[src/rtl/fantasticfft_fft8_drain.sv]
// FFT8 result drain: captures whole 8-bin frames into a two-slot ping-pong
// buffer and streams them out one bin per cycle with an L1 magnitude.
module fantasticfft_fft8_drain #(
   parameter int WIDTH  = 16,
   parameter int FRAC   = 8,
   parameter int BITREV = 0
) (
   input  logic               clk,
   input  logic               rst,
   input  logic               fft_valid,
   input  logic [8*WIDTH-1:0] y_re,
   input  logic [8*WIDTH-1:0] y_im,
   output logic               in_ready,
   output logic               out_valid,
   input  logic               out_ready,
   output logic [WIDTH-1:0]   out_re,
   output logic [WIDTH-1:0]   out_im,
   output logic [WIDTH:0]     out_mag,
   output logic [2:0]         out_bin,
   output logic               out_last,
   input  logic               clr_ovf,
   output logic               overrun,
   output logic [7:0]         drop_cnt
);

   // FRAC only describes the number format; bins pass through untouched.
   if (FRAC >= WIDTH) begin : g_bad_frac
      $error("FRAC must be smaller than WIDTH");
   end

   typedef enum logic {IDLE, STREAM} state_t;

   state_t             state;
   logic [8*WIDTH-1:0] slot_re [2];
   logic [8*WIDTH-1:0] slot_im [2];
   logic               wr_ptr;
   logic               rd_ptr;
   logic [1:0]         count;
   logic [2:0]         e;

   logic               hs, last_hs, cap, drop;
   logic [2:0]         e_nxt, bin_nxt;
   logic               rd_nxt;
   logic [1:0]         cnt_nxt;
   logic [8*WIDTH-1:0] src_re, src_im;
   logic [WIDTH-1:0]   re_nxt, im_nxt;
   logic [WIDTH:0]     re_ext, im_ext, abs_re, abs_im, mag_nxt;

   assign in_ready = (count != 2'd2);

   // Next-cycle view of the stream; the presented bin is always computed for
   // the state after this edge so that outputs can be fully registered.
   always_comb begin
      hs      = out_valid && out_ready;
      last_hs = hs && (e == 3'd7);
      cap     = fft_valid && (count != 2'd2);
      drop    = fft_valid && (count == 2'd2);
      e_nxt   = hs ? e + 3'd1 : e;
      rd_nxt  = last_hs ? ~rd_ptr : rd_ptr;
      cnt_nxt = count + {1'b0, cap} - {1'b0, last_hs};
      bin_nxt = (BITREV != 0) ? {e_nxt[0], e_nxt[1], e_nxt[2]} : e_nxt;
      // A frame captured this edge into the slot about to be read is not in
      // the slot yet, so forward it straight from the inputs.
      if (cap && (wr_ptr == rd_nxt)) begin
         src_re = y_re;
         src_im = y_im;
      end else begin
         src_re = slot_re[rd_nxt];
         src_im = slot_im[rd_nxt];
      end
      re_nxt  = src_re[WIDTH*bin_nxt +: WIDTH];
      im_nxt  = src_im[WIDTH*bin_nxt +: WIDTH];
      re_ext  = {re_nxt[WIDTH-1], re_nxt};
      im_ext  = {im_nxt[WIDTH-1], im_nxt};
      abs_re  = re_ext[WIDTH] ? -re_ext : re_ext;
      abs_im  = im_ext[WIDTH] ? -im_ext : im_ext;
      mag_nxt = abs_re + abs_im;
   end

   // Frame storage; contents are meaningless while count says a slot is free.
   always_ff @(posedge clk) begin
      if (cap) begin
         slot_re[wr_ptr] <= y_re;
         slot_im[wr_ptr] <= y_im;
      end
   end

   // Stream FSM with pointers, occupancy, emit counter and registered outputs.
   always_ff @(posedge clk or posedge rst) begin
      if (rst) begin
         state     <= IDLE;
         out_valid <= 1'b0;
         out_re    <= '0;
         out_im    <= '0;
         out_mag   <= '0;
         out_bin   <= '0;
         out_last  <= 1'b0;
         wr_ptr    <= 1'b0;
         rd_ptr    <= 1'b0;
         count     <= 2'd0;
         e         <= 3'd0;
      end else begin
         count  <= cnt_nxt;
         e      <= e_nxt;
         rd_ptr <= rd_nxt;
         if (cap) wr_ptr <= ~wr_ptr;
         case (state)
            IDLE: begin
               if (cap) begin
                  state     <= STREAM;
                  out_valid <= 1'b1;
               end
            end
            STREAM: begin
               if (last_hs && (cnt_nxt == 2'd0)) begin
                  state     <= IDLE;
                  out_valid <= 1'b0;
               end
            end
            default: begin
               state     <= IDLE;
               out_valid <= 1'b0;
            end
         endcase
         if (cnt_nxt != 2'd0) begin
            out_re   <= re_nxt;
            out_im   <= im_nxt;
            out_mag  <= mag_nxt;
            out_bin  <= bin_nxt;
            out_last <= (e_nxt == 3'd7);
         end
      end
   end

   // Sticky overrun and saturating drop counter; a drop beats a same-cycle clear.
   always_ff @(posedge clk or posedge rst) begin
      if (rst) begin
         overrun  <= 1'b0;
         drop_cnt <= 8'd0;
      end else if (drop) begin
         overrun  <= 1'b1;
         if (clr_ovf)                drop_cnt <= 8'd1;
         else if (drop_cnt != 8'hFF) drop_cnt <= drop_cnt + 8'd1;
      end else if (clr_ovf) begin
         overrun  <= 1'b0;
         drop_cnt <= 8'd0;
      end
   end

endmodule
[config.mk]
export PLATFORM = sky130hd
export DESIGN_NAME = fantasticfft_fft8_drain
export DESIGN_NICKNAME = d
export VERILOG_FILES = /design/src/rtl/fantasticfft_fft8_drain.sv
export SDC_FILE = /design/constraint.sdc
export NUM_CORES = 1
export LEC_CHECK = 0
export CORE_UTILIZATION = 50
export CTS_BUF_LIST = sky130_fd_sc_hd__clkbuf_4 sky130_fd_sc_hd__clkbuf_8
export CTS_CLUSTER_DIAMETER = 100
export DETAILED_ROUTE_END_ITERATION = 8
export HOLD_SLACK_MARGIN = 0.03
export PLACE_DENSITY_LB_ADDON = 0.05
export SETUP_SLACK_MARGIN = 0.4
export SYNTH_ARGS = -nofsm -noshare
export SYNTH_HDL_FRONTEND = slang
export SYNTH_SLANG_ARGS = --single-unit
[constraint.sdc]
create_clock -name clk -period 5.8 [get_ports clk]
set_clock_uncertainty 0.1 [all_clocks]
set_input_delay 1.74 -clock clk [delete_from_list [all_inputs] [get_ports clk]]
set_output_delay 1.74 -clock clk [all_outputs]
set_load 0.1 [all_outputs]
==> results.sh <==
export IMPL_crit_chain="buf_6 > buf_6 > and3_2 > nor2_4 > buf_4 > buf_6 > nand2_1 > a311oi_2 > nor2_1 > o311ai_1 > buf_4 > nor3_4 > a31oi_1 > xor2_1 > ha_1 > nor3_1 > nor2_2 > buf_4 > buf_4 > a31oi_1 > o21ai_1 > xnor2_1 > o21ai_1"
export IMPL_cp_data_arrival_time_ns=5.91
export IMPL_ctsHoldBuffers=0
export IMPL_numCtsBuffers=95
export IMPL_htreeDepth=3
export IMPL_die_width_um=230
export IMPL_critical_path_most_common_cell="buf_4"
export IMPL_placed_cells=3075
export IMPL_wl_um=78100
export IMPL_grt_max_degree=99
export IMPL_drt_iter0_markers=1902
export IMPL_worstPathRequired_ns=6.26
export IMPL_min_period_ns=5.45
export IMPL_stdcell_count=3305
export IMPL_vias=19100
export IMPL_fin_crit_sh=0.940
export IMPL_crit_buf_inv=7
export IMPL_viasPerCell=5.77
export IMPL_grt_pass1_wl_um=115000
export IMPL_synth_seq_cells=583
export IMPL_num_nets_final=2828
export IMPL_final_hold_viol_count=0
export IMPL_synth_nets=2230
export IMPL_dieArea_um2=53100
export IMPL_layout_drive_gt1_share=0.247
export IMPL_fin_hold_ws_ns=0.371
export IMPL_utilization=0.678
export IMPL_area_delta_synth_final_pct=33.5
export IMPL_antenna_found_initial=7
export IMPL_antenna_left=0
export IMPL_cp_max_fo=12
export IMPL_relSlewSlack=0.232
export IMPL_cts_root_buf="clkbuf_8"
export IMPL_io_pins=325
export IMPL_wl_per_cell_um=23.6
export IMPL_ys_types=79
export IMPL_route_detailed_drc=0
export IMPL_syn_inst=1945
export IMPL_worstSkewPairLatency_ns=0.70
export IMPL_worst_pin_slew_ns=1.15
export IMPL_most_common_layout_cells="512 x edfxtp_1, 397 x nand2_1, 322 x clkdlybuf4s50_1"
export IMPL_tritoncts="yes"
export IMPL_path_clk_slew_ns=0.06
export IMPL_synth_area_um2=26100
export IMPL_cts_path_max_buffers=3
export IMPL_clock_fmax_mhz=183
export IMPL_status="finished, final reports clean"
export IMPL_rsz0062_at_grt="yes"
export IMPL_worstSetupPathType="in2reg"
export IMPL_avgSynthCellArea_um2=13.4
export IMPL_cap_violations=0
export IMPL_place_gp_congestion=0.883
export IMPL_cp_end_kind="flip-flop"
export IMPL_dr_pass1_iters=6
export IMPL_track_usage=0.292
export IMPL_core_area_um2=51400
export IMPL_final_common_cell="edfxtp_1"
export IMPL_synth_ff_type="edfxtp_1"
export IMPL_portBuffers=324
export IMPL_synth_warning_count=0
export IMPL_synth_edff_count=512
export IMPL_cpPeakStageDelay_ns=0.30
export IMPL_grt_pass1_vias=18800
export IMPL_row_count=83
export IMPL_finalMaxSlewViolations=0
export IMPL_overflow=0
export IMPL_yosysSeqAreaShare=0.657
export IMPL_initial_core_util=0.508
export IMPL_dp_hpwl_um=53600
export IMPL_critPathSlowestCell="o311ai_1"
export IMPL_setup_viol=0
export IMPL_numClockSinks=583
export IMPL_stdcell_area_um2=34800
export IMPL_crit_family="compound AO/OA/AOI/OAI gates"
export IMPL_synth_async_sr_flop_share=0.122
export IMPL_critPathLaunchType="input pin"
export IMPL_hold_path_class="reg2reg"
export IMPL_placed_area_um2=32000
export IMPL_die_h_um=230
## flip-flops by register name (all words and copies together) (netlist names)
signal / cells
out_mag: 17
out_re: 16
rd_ptr: 1
out_last: 1
e: 3
count: 2
out_im: 16
overrun: 1
out_bin: 3
out_valid: 1
slot_re: 256
drop_cnt: 8
state: 1
slot_im: 256
wr_ptr: 1
## cells by family after synthesis
family / count (synthesis) / synth area share
AOI/OAI and AO/OA: 236 / 0.0625
muxes: 169 / 0.102
adders and majority gates: 24 / 0.0118
xor gates and xnor gates: 45 / 0.0154
and+or+nand+nor: 736 / 0.123
DFF: 583 / 0.657
buffers and inverters: 152 / 0.0287
## area by class of cell
type	instances	area, um2
multi-input combinational	1211	8730
timing repair buffer	618	6010
tap	680	851
inverter	32	170
sequential	583	17200
clock buffer	145	1720
fill	3781	16600
clock inverter	29	165
timing repair inverter	2	27.5
antenna	5	12.5
## metrics by stage
step	setup slack, ns	TNS (ns)
floorplan	-0.478	-233.93
global placement	-0.713	-5.98
detailed placement	-0.760	-6.66
CTS	0.412	0
global route	0.200	0
finish	0.348	0
## per-layer routing
layer  global-route usage  vias up  part of all wire
met5                    0        -           0.00050
met4                0.106        6             0.028
met3               0.0598      143             0.082
met2                0.465      864              0.48
met1                0.398     9500              0.41
li1                     -     8563                 -
## Yosys cell counts, drive strengths merged, types with 7 or more instances
| cell | number | area share |
|---|---|---|
| a21oi | 65 | 0.012 |
| a311oi | 7 | 0.0023 |
| a31oi | 12 | 0.0029 |
| a32oi | 31 | 0.010 |
| and3 | 7 | 0.0017 |
| buf | 69 | 0.016 |
| clkbuf | 51 | 0.0073 |
| dfrtp | 71 | 0.068 |
| edfxtp | 512 | 0.59 |
| ha | 23 | 0.011 |
| inv | 32 | 0.0049 |
| mux2i | 90 | 0.035 |
| mux4 | 76 | 0.066 |
| nand2 | 400 | 0.058 |
| nand3 | 156 | 0.030 |
| nand4 | 35 | 0.0086 |
| nor2 | 108 | 0.016 |
| o2111ai | 18 | 0.0060 |
| o211ai | 8 | 0.0023 |
| o21ai | 40 | 0.0077 |
| o31ai | 8 | 0.0029 |
| xnor2 | 25 | 0.0087 |
| xor2 | 20 | 0.0067 |
## final timing paths
| path | startpoint | to | slack, ns | cells past startpoint |
|---|---|---|---|---|
| hold / removal | state$_DFF_PP0_ | out_valid$_DFFE_PP0P_ | 0.37 | 1 |
| min in group asynchronous | rst | out_im[4]$_DFFE_PP0P_ | 1.35 | 2 |
| setup / recovery | out_ready | out_mag[11]$_DFFE_PP0P_ | 0.35 | 23 |
| setup reg to reg | e[1]$_DFF_PP0_ | out_mag[11]$_DFFE_PP0P_ | 0.62 | 23 |
| hold reg to reg | state$_DFF_PP0_ | out_valid$_DFFE_PP0P_ | 0.37 | 1 |
| max in group asynchronous | rst | e[0]$_DFF_PP0_ | 3.34 | 3 |
## timing repair
item	in CTS	in global routing
endpoints found under the hold margin	0	0
gates resized for setup	38	73
pin swaps	30	59
cloned	3	4
endpoints found under the setup margin	11	9
buffers inserted	15	29
Power is not shown: default switching activity piles up to over one toggle a cycle in this logic, so the estimate is an artifact.
